$ cat src/rtl/clock_interface.sv
// clock_interface
//   Clock-enable generator for the core. Runs from the 50 MHz board clock and
//   emits a one-cycle cpu_clk_en_o pulse in one of four modes: manual
//   single-step (debounced push button), slow auto, medium auto, and free-run.
//   Also drives a tick LED and a 32-bit count of emitted pulses.
//   Optional feature macro: CLOCK_IF_BURST_EN. When it is defined, holding the
//   button in manual mode for BURST_HOLD cycles starts auto-repeat at the
//   MED_DIV rate. When it is undefined, each press gives exactly one pulse.
//   Reset is synchronous and active-high. All outputs are registered.
module clock_interface #(
  parameter int DEBOUNCE_CYCLES = 1_000_000,
  parameter int SLOW_DIV        = 50_000_000,
  parameter int MED_DIV         = 5_000_000,
  parameter int BURST_HOLD      = 25_000_000
) (
  input  logic        clk_i,
  input  logic        rst_i,
  input  logic [1:0]  mode_i,
  input  logic        step_btn_i,
  input  logic        halt_i,
  output logic        cpu_clk_en_o,
  output logic        tick_led_o,
  output logic [31:0] step_count_o
);

  typedef enum logic [1:0] {
    MANUAL = 2'b00,
    SLOW   = 2'b01,
    MED    = 2'b10,
    FREE   = 2'b11
  } mode_e;

  localparam int DIV_MAX = (SLOW_DIV > MED_DIV) ? SLOW_DIV : MED_DIV;
  localparam int DB_W    = ($clog2(DEBOUNCE_CYCLES) > 1) ? $clog2(DEBOUNCE_CYCLES) : 1;
  localparam int DIV_W   = ($clog2(DIV_MAX) > 1) ? $clog2(DIV_MAX) : 1;

  localparam logic [DB_W-1:0]  DB_LAST   = DB_W'(DEBOUNCE_CYCLES - 1);
  localparam logic [DIV_W-1:0] SLOW_LAST = DIV_W'(SLOW_DIV - 1);
  localparam logic [DIV_W-1:0] MED_LAST  = DIV_W'(MED_DIV - 1);

  // A divider or debounce limit below 2 leaves no room for a counted period.
  if (DEBOUNCE_CYCLES < 2 || SLOW_DIV < 2 || MED_DIV < 2 || BURST_HOLD < 2) begin : g_bad_params
    $error("clock_interface: timing parameters must all be >= 2");
  end

  // Synchronizers: two flops each for the raw button and mode switches.
  logic             btn_meta_q, btn_s_q;
  logic [1:0]       mode_meta_q, mode_s_q;

  // Debounce and edge detection.
  logic             btn_db_q, btn_db_d;
  logic             btn_db_prev_q;
  logic [DB_W-1:0]  db_cnt_q, db_cnt_d;
  logic             step_req_q, step_req_d;

  // Mode FSM, divider and output registers.
  mode_e            mode_q, mode_d;
  logic [DIV_W-1:0] div_cnt_q, div_cnt_d;
  logic             cpu_clk_en_q, cpu_clk_en_d;
  logic             tick_led_q, tick_led_d;
  logic [31:0]      step_count_q, step_count_d;

`ifdef CLOCK_IF_BURST_EN
  localparam int HOLD_W = ($clog2(BURST_HOLD + 1) > 1) ? $clog2(BURST_HOLD + 1) : 1;
  localparam logic [HOLD_W-1:0] HOLD_FULL = HOLD_W'(BURST_HOLD);
  logic [HOLD_W-1:0] hold_cnt_q, hold_cnt_d;
`endif

  // Debounce: the accepted state follows the synchronized button only after
  // it has differed for DEBOUNCE_CYCLES consecutive cycles.
  always_comb begin
    // NOTE: every always_comb output gets a default first so no path can
    // leave it unassigned and infer a latch.
    btn_db_d = btn_db_q;
    db_cnt_d = '0;
    if (btn_s_q != btn_db_q) begin
      if (db_cnt_q == DB_LAST) begin
        btn_db_d = btn_s_q;
      end else begin
        db_cnt_d = db_cnt_q + DB_W'(1);
      end
    end
  end

  // A step request is a single cycle on the press edge of the debounced button.
  assign step_req_d = btn_db_q & ~btn_db_prev_q;

  // Mode FSM: a mode change takes priority, then halt, then per-mode pulsing.
  always_comb begin
    mode_d       = mode_q;
    div_cnt_d    = div_cnt_q;
    cpu_clk_en_d = 1'b0;
`ifdef CLOCK_IF_BURST_EN
    hold_cnt_d   = '0;
`endif
    if (mode_s_q != mode_q) begin
      mode_d    = mode_e'(mode_s_q);
      div_cnt_d = '0;
    end else if (halt_i) begin
      // Divider holds so the auto modes resume mid-period; any step request
      // arriving now is dropped.
`ifdef CLOCK_IF_BURST_EN
      if (mode_q == MANUAL) div_cnt_d = '0;
`endif
    end else begin
      unique case (mode_q)
        MANUAL: begin
          cpu_clk_en_d = step_req_q;
`ifdef CLOCK_IF_BURST_EN
          if (btn_db_q) begin
            hold_cnt_d = (hold_cnt_q == HOLD_FULL) ? hold_cnt_q : hold_cnt_q + HOLD_W'(1);
          end
          if (btn_db_q && hold_cnt_q == HOLD_FULL) begin
            if (div_cnt_q == MED_LAST) begin
              div_cnt_d    = '0;
              cpu_clk_en_d = 1'b1;
            end else begin
              div_cnt_d = div_cnt_q + DIV_W'(1);
            end
          end else begin
            div_cnt_d = '0;
          end
`endif
        end
        SLOW: begin
          if (div_cnt_q == SLOW_LAST) begin
            div_cnt_d    = '0;
            cpu_clk_en_d = 1'b1;
          end else begin
            div_cnt_d = div_cnt_q + DIV_W'(1);
          end
        end
        MED: begin
          if (div_cnt_q == MED_LAST) begin
            div_cnt_d    = '0;
            cpu_clk_en_d = 1'b1;
          end else begin
            div_cnt_d = div_cnt_q + DIV_W'(1);
          end
        end
        FREE: begin
          cpu_clk_en_d = 1'b1;
        end
        default: begin
          cpu_clk_en_d = 1'b0;
        end
      endcase
    end
  end

  // The LED and the counter advance on the same edge that raises cpu_clk_en.
  assign tick_led_d   = tick_led_q ^ cpu_clk_en_d;
  assign step_count_d = step_count_q + 32'(cpu_clk_en_d);

  // State registers: a synchronous reset clears everything, including the
  // synchronizers and debounce state, so pending work is discarded.
  always_ff @(posedge clk_i) begin
    // NOTE: sequential state uses non-blocking assignments only, so every
    // flop samples values from before the edge regardless of statement order.
    if (rst_i) begin
      btn_meta_q    <= 1'b0;
      btn_s_q       <= 1'b0;
      mode_meta_q   <= 2'b00;
      mode_s_q      <= 2'b00;
      btn_db_q      <= 1'b0;
      btn_db_prev_q <= 1'b0;
      db_cnt_q      <= '0;
      step_req_q    <= 1'b0;
      mode_q        <= MANUAL;
      div_cnt_q     <= '0;
      cpu_clk_en_q  <= 1'b0;
      tick_led_q    <= 1'b0;
      step_count_q  <= '0;
`ifdef CLOCK_IF_BURST_EN
      hold_cnt_q    <= '0;
`endif
    end else begin
      btn_meta_q    <= step_btn_i;
      btn_s_q       <= btn_meta_q;
      mode_meta_q   <= mode_i;
      mode_s_q      <= mode_meta_q;
      btn_db_q      <= btn_db_d;
      btn_db_prev_q <= btn_db_q;
      db_cnt_q      <= db_cnt_d;
      step_req_q    <= step_req_d;
      mode_q        <= mode_d;
      div_cnt_q     <= div_cnt_d;
      cpu_clk_en_q  <= cpu_clk_en_d;
      tick_led_q    <= tick_led_d;
      step_count_q  <= step_count_d;
`ifdef CLOCK_IF_BURST_EN
      hold_cnt_q    <= hold_cnt_d;
`endif
    end
  end

  assign cpu_clk_en_o = cpu_clk_en_q;
  assign tick_led_o   = tick_led_q;
  assign step_count_o = step_count_q;

endmodule

$ cat config.mk
export PLATFORM = sky130hd
export DESIGN_NAME = clock_interface
export DESIGN_NICKNAME = d
export VERILOG_FILES = /design/src/rtl/clock_interface.sv
export SDC_FILE = /design/constraint.sdc
export NUM_CORES = 1
export LEC_CHECK = 0
export BUFFER_PORTS_ARGS = -buffer_cell sky130_fd_sc_hd__buf_2
export CAP_MARGIN = 20
export CORE_MARGIN = 5
export CORE_UTILIZATION = 53
export CTS_CLUSTER_SIZE = 30
export DETAILED_ROUTE_END_ITERATION = 6
export PLACE_DENSITY = 0.76
export SLEW_MARGIN = 10
export SYNTH_ARGS = -nofsm -noshare
export SYNTH_HDL_FRONTEND = slang
export SYNTH_SLANG_ARGS = --single-unit
$ cat constraint.sdc
create_clock -name clk_i -period 2.8 [get_ports clk_i]
set_input_delay 0.28 -clock clk_i [delete_from_list [all_inputs] [get_ports clk_i]]
set_output_delay 0.28 -clock clk_i [all_outputs]
set_load 0.005 [all_outputs]
---- After elaboration in Yosys (flattened, before gate mapping) ----
Index checks and enable logic that the tools add are counted.
storage, ports and cells
  word-level logic and storage cells ...... 43
  flip-flop bits (word level) ............. 91
  output and inout port bits .............. 34
operators by class
  equal/unequal tests ..................... 8
  bitwise operators ....................... 5
  reduce and logical (&&, ||, !) cells .... 6
  mux-type cells .......................... 8
  add/sub/neg operators ................... 3
operators by type and width
  operator                 number
  $mux W26                 2
  $pmux W26 S2             1
  $add A32 B1 Y32          1
  $add A26 B1 Y26 const B  1
  $eq A26 B23 Y1 const B   1
  $eq A26 B26 Y1 const B   1
  $add A20 B1 Y20 const B  1
  $eq A20 B20 Y1 const B   1
  $eq A2 B2 Y1 const B     2
  $mux W1                  4
  $pmux W1 S4              1
  $reduce_and A2 Y1        2
  $not A1 Y1               3
  $reduce_or A3 Y1         1
  $eq A2 B1 Y1 const B     1
  $logic_not A2 Y1         1
  $ne A2 B2 Y1             1
  $reduce_bool A2 Y1       1
  $reduce_or A2 Y1         1
  $and A1 B1 Y1            1
  $ne A1 B1 Y1             1
  $xor A1 B1 Y1            1

---- Logic depth before layout (Yosys ltp) ----
  depth in word-level cells ............... 6
  depth in mapped cells ................... 13

---- Worst setup path before layout ----
OpenSTA, ideal clock, no wires.
  path type ............................... register to register
  from .................................... register div_cnt_q[7]
  to ...................................... register step_count_q[28], in the netlist step_count_o[28]
  slack ................................... -0.311 ns
  setup time .............................. 0.128 ns
  data required time ...................... 2.672 ns
  arrival time ............................ 2.984 ns
  period minus slack after synthesis ...... 3.111 ns
  stages on the path, launching flop included .. 12
  cell sequence ........................... dfxtp_1 -> or4_4 -> nor4_4 -> nand3_1 -> a21oi_1 -> ha_1 -> ha_1 -> nand4_1 -> nor4_2 -> nand4_1 -> xor2_1 -> nor2_1
on the way
  word-level cells in the longest chain between the ends .. 6
ends and longest elaborated chain
  element                                                  line      text
  start: declaration                                       58        logic [DIV_W-1:0] div_cnt_q, div_cnt_d;
  start signal: assignment                                 187       div_cnt_q <= div_cnt_d;
  $eq A26 B23 Y1 / $eq A26 B26 Y1 (equally long branches)  134, 126
  $mux W1, on equally long branches                        134, 126
  $pmux W1 S4 *                                            106       unique case (mode_q)
  $mux W1 *                                                99        end else if (halt_i) begin
  $mux W1 *                                                96        if (mode_s_q != mode_q) begin
  via cpu_clk_en_d                                         59        logic cpu_clk_en_q, cpu_clk_en_d;
  $add A32 B1 Y32 *                                        153       assign step_count_d = step_count_q + 32'(cpu_clk_en_d);
  end signal: assignment                                   190       step_count_q <= step_count_d;
  end: declaration                                         61        logic [31:0] step_count_q, step_count_d;
The timed path passes the listed nets; every way through them passes the cells marked *.
A chain may end at the register's enable or synchronous reset.

---- Worst setup path in the final report ----
  from .................................... register div_cnt_q[8]
  to ...................................... register step_count_q[12], in the netlist step_count_o[12]
The elaborated chain is that of the path after synthesis.

==> impl_metrics.py <==
metrics = {
    "yosys": {
        "synth_simple_gate_area_share": 0.323,
        "yosysMostFrequentCell": "sky130_fd_sc_hd__dfxtp_1",
        "synth_area_per_cell_sq_um": 9.01,
        "post_synth_inst_count": 452,
        "yosys.area_share.xor_xnor": 0.157,
        "synth.area.mux_share": 0.00246,
        "synth.top_cells.by_count": "91 x sky130_fd_sc_hd__dfxtp_1, 87 x sky130_fd_sc_hd__nor2_1, 46 x sky130_fd_sc_hd__xor2_1",
        "synth.net_count": 466,
        "synth.top_cell.area_share": 0.447,
        "synth_compound_gate_area_share": 0.0215,
        "synth_top_area_cell": "sky130_fd_sc_hd__dfxtp_1",
        "arithmetic_cell_share_of_the_synthesized_area_counting_full_adders_half_adders_and_majority_gates": 0.0246,
        "synth.cell_area_sq_um": 4070,
        "postSynth.topFlopCell": "sky130_fd_sc_hd__dfxtp_1",
        "netlist-cell-type-count": 41,
        "synthesis.yosys.warnings": 0,
        "synth-seq-area-share": 0.447,
        "synth_enable_flop_cells": 0,
        "post_synth_main_area_contributors": "sky130_fd_sc_hd__dfxtp_1 45%, sky130_fd_sc_hd__xor2_1 9.9%, sky130_fd_sc_hd__nor2_1 8.0%, sky130_fd_sc_hd__xnor2_1 5.8%, sky130_fd_sc_hd__nand4_1 3.7%",
        "async_reset_ff_frac": 0,
        "dominant_combinational_cell_family_by_area_after_synthesis": "simple AND/OR/NAND/NOR gates",
        "synth-seq-cells": 91,
    },
    "floorplanning": {
        "floorplan.die_area_sq_um": 9540,
        "core_sq_um": 7610,
        "dieHeight_um": 97.7,
        "start_util": 0.536,
        "chipWidth_um": 97.7,
        "cell_rows": 32,
        "io_pins": 40,
    },
    "run": {
        "maxCapViolCount": 0,
    },
    "sta": {
        "max_slew.worst_pin.slew_ns": 0.750,
        "final_min_period_over_clock_period": 0.972,
        "hold_ws_ns": 0.132,
        "max_freq_mhz": 367,
        "timing.setup.tns_ns": 0,
        "final.min_clock_period_ns": 2.72,
        "report.final.setup_viol": 0,
        "worst_path_setup_slack_after_routing_ns": 0.0781,
        "timing.slew.headroom": 0.495,
        "rsz0062_at_grt": "yes",
        "final.setup_skew_ns": 0.00739,
        "hold_viol": 0,
        "final_max_slew_viol_count": 0,
    },
    "cells_and_area": {
        "layout_cells_sized_above_1": 0.215,
        "finish.net_count": 542,
        "seqCellArea_sq_um": 1830,
        "total_non_filler_cell_area_in_the_finished_layout_sq_um": 4930,
        "ant_diodes": 0,
        "fillerInstances": 623,
        "synthToLayoutAreaGrowth_pct": 20.9,
        "layout.core_utilization": 0.648,
        "finalNonFillerCells": 633,
        "multiInputGateArea_sq_um": 2250,
    },
    "drt": {
        "drt.antenna.violating_nets": 0,
        "vias": 3292,
        "drt-pass1-iter-count": 4,
        "drt-wirelength-per-cell_um": 13.2,
        "wirelength_mm": 8.33,
        "post_dr_vias_cell": 5.20,
        "drt_first_iter_violations": 148,
        "post-route-drc-count": 0,
    },
    "power_and_ir_drop": {
        "p_sw_frac": 0.209,
        "power_density_nw_per_um2": 467,
        "power.clock.fraction": 0.408,
        "switchingPower_mw": 0.481,
        "power.share.sequential": 0.567,
        "internal_power_mw": 1.82,
        "power.total_mw": 2.30,
        "p_leak_nw": 1.93,
        "comb_power_share": 0.025,
        "max-vdd-ir-drop_mv": 0.341,
    },
    "global_routing": {
        "grt.met1_usage": 0.231,
        "maximum_number_of_pins_on_one_net_before_global_route_repair": 44,
        "global_route.peak_usage_layer": "met2",
        "grt_util_met2": 0.296,
        "grt_use_total": 0.179,
        "grt_pass1_vias": 3137,
        "global_route_overflow": 0,
        "antenna_violations_before_repair": 0,
        "first_pass_grt_wire_length_mm": 14.3,
        "groute.layer.met3.usage": 0.0481,
    },
    "clock_tree": {
        "cts.reportedPaths.clkPinSlew_ns": 0.09,
        "clock_path_buffers": 2,
        "clock_latency_ns": 0.35,
        "cts_sinks": 91,
        "htree_levels": 3,
        "clock_tree.root_cell": "sky130_fd_sc_hd__clkbuf_8",
        "tritoncts_buffer_count": 9,
        "cts_tree": "built",
    },
    "setup_path": {
        "critical_path.startpoint_type": "flip-flop",
        "launch_point_of_the_worst_reg_to_reg_path": "div_cnt_q[8]$_SDFFE_PP0P_",
        "cp.required_ns": 3.04,
        "arrival_ns": 2.96,
        "setup.worst_path.start": "div_cnt_q[8]$_SDFFE_PP0P_",
        "crit_type": "flip-flop to flip-flop",
        "crit_end_element": "flip-flop",
        "worst-path-max-fanout": 4,
    },
    "min_path": {
        "worst_min_delay_path_class": "input port to flip-flop",
        "critical_hold_path_startpoint": "mode_i[1]",
    },
    "place": {
        "place_inst": 614,
        "dpl.hpwl_mm": 5.85,
        "placed_area_sq_um": 4630,
        "port-buffer-count": 39,
        "routabilityCongestion": 0.812,
        "dp_slack_ns": -0.0807,
    },
    "run_status": {
        "run_status": "completed",
    },
}
-- what timing repair did --
item                                    in CTS  in global routing
gates cloned                                 0                  1
resized for setup                            2                 14
pin swaps                                    2                  7
endpoints found under the setup margin       8                 20
hold buffers                                 0                  0
buffers inserted                             0                  4
-- power by group through the flow --
stage	logic [mW]	clock network [mW]	registers (mW)
5_1_grt	0.0641	1.02	1.31
6_report	0.0574	0.938	1.30
2_1_floorplan	0.0428	0	1.33
3_3_place_gp	0.0564	0	1.33
4_1_cts	0.0580	0.963	1.30
3_5_place_dp	0.0577	0	1.33
-- worst max-delay path, stage by stage, from the launching register on --
cell and delay, ns:
sky130_fd_sc_hd__dfxtp_1 0.34, sky130_fd_sc_hd__or4bb_4 0.56, sky130_fd_sc_hd__nor3_4 0.20, sky130_fd_sc_hd__nand3_2 0.10, sky130_fd_sc_hd__a21oi_2 0.18, sky130_fd_sc_hd__ha_2 0.22, sky130_fd_sc_hd__ha_4 0.13, sky130_fd_sc_hd__nand4_1 0.15
sky130_fd_sc_hd__buf_4 0.20, sky130_fd_sc_hd__nor2_1 0.14, sky130_fd_sc_hd__and4_1 0.22, sky130_fd_sc_hd__xnor2_1 0.12, sky130_fd_sc_hd__nor2_1 0.05
-- registers in the layout, summed over array words and instances (netlist names) --
register / count
btn_db_prev_q: 1
btn_db_q: 1
btn_meta_q: 1
btn_s_q: 1
cpu_clk_en_o: 1
db_cnt_q: 20
div_cnt_q: 26
mode_meta_q: 2
mode_q: 2
mode_s_q: 2
step_count_o: 32
step_req_q: 1
tick_led_o: 1
-- worst paths after layout --
| path | end | slack [ns] | cells after the start |
|---|---|---|---|
| min reg2reg | step_req_q$_SDFF_PP0_ | 0.39 | 1 |
| max | step_count_o[12]$_SDFF_PP0_ | 0.08 | 12 |
| min | mode_meta_q[1]$_SDFF_PP0_ | 0.13 | 2 |
| max reg2reg | step_count_o[12]$_SDFF_PP0_ | 0.08 | 12 |
-- final cells by class --
class                   instances  share of cell area
multi-input cells             339               0.456
inverters                      11             0.00838
clock buffers                  10              0.0259
repair buffers                 76              0.0975
flip-flops and latches         91               0.371
well taps                     102              0.0259
clock inverters                 4              0.0155
-- layout by cell type, fill, tap and decap left out, types with 3 or more instances in the layout --
cell type,Yosys,layout
sky130_fd_sc_hd__nor2_1,87,87
sky130_fd_sc_hd__dfxtp_1,91,87
sky130_fd_sc_hd__xor2_1,46,46
sky130_fd_sc_hd__buf_2,2,39
sky130_fd_sc_hd__buf_4,0,35
sky130_fd_sc_hd__nand3_1,28,26
sky130_fd_sc_hd__xnor2_1,27,26
sky130_fd_sc_hd__nand2_1,25,24
sky130_fd_sc_hd__nand4_1,24,24
sky130_fd_sc_hd__nor2b_1,15,15
sky130_fd_sc_hd__and3_1,12,12
sky130_fd_sc_hd__inv_1,11,11
sky130_fd_sc_hd__clkbuf_8,0,9
sky130_fd_sc_hd__and4_1,8,8
sky130_fd_sc_hd__nor4_1,6,6
sky130_fd_sc_hd__nor3_1,8,6
sky130_fd_sc_hd__ha_1,8,6
sky130_fd_sc_hd__and2_1,5,5
sky130_fd_sc_hd__nand2b_1,4,4
sky130_fd_sc_hd__or3_1,4,4
sky130_fd_sc_hd__a21oi_1,5,4
sky130_fd_sc_hd__dfxtp_2,0,4
sky130_fd_sc_hd__nor4_4,2,3
-- logic make-up after synthesis --
kind of cell / Yosys count
DFF: 91
and+or+nand+nor: 245
xor gates and xnor gates: 73
adders and majority gates: 8
muxes: 1
AOI/OAI and AO/OA: 12
buffers and inverters: 22
-- routing by layer --
layer,wire [um],up-vias
li1,-,1693
met1,3950,1537
met2,3970,55
met3,327,7
met4,85,0
met5,0,-
Power figures use the tool's default switching activity.
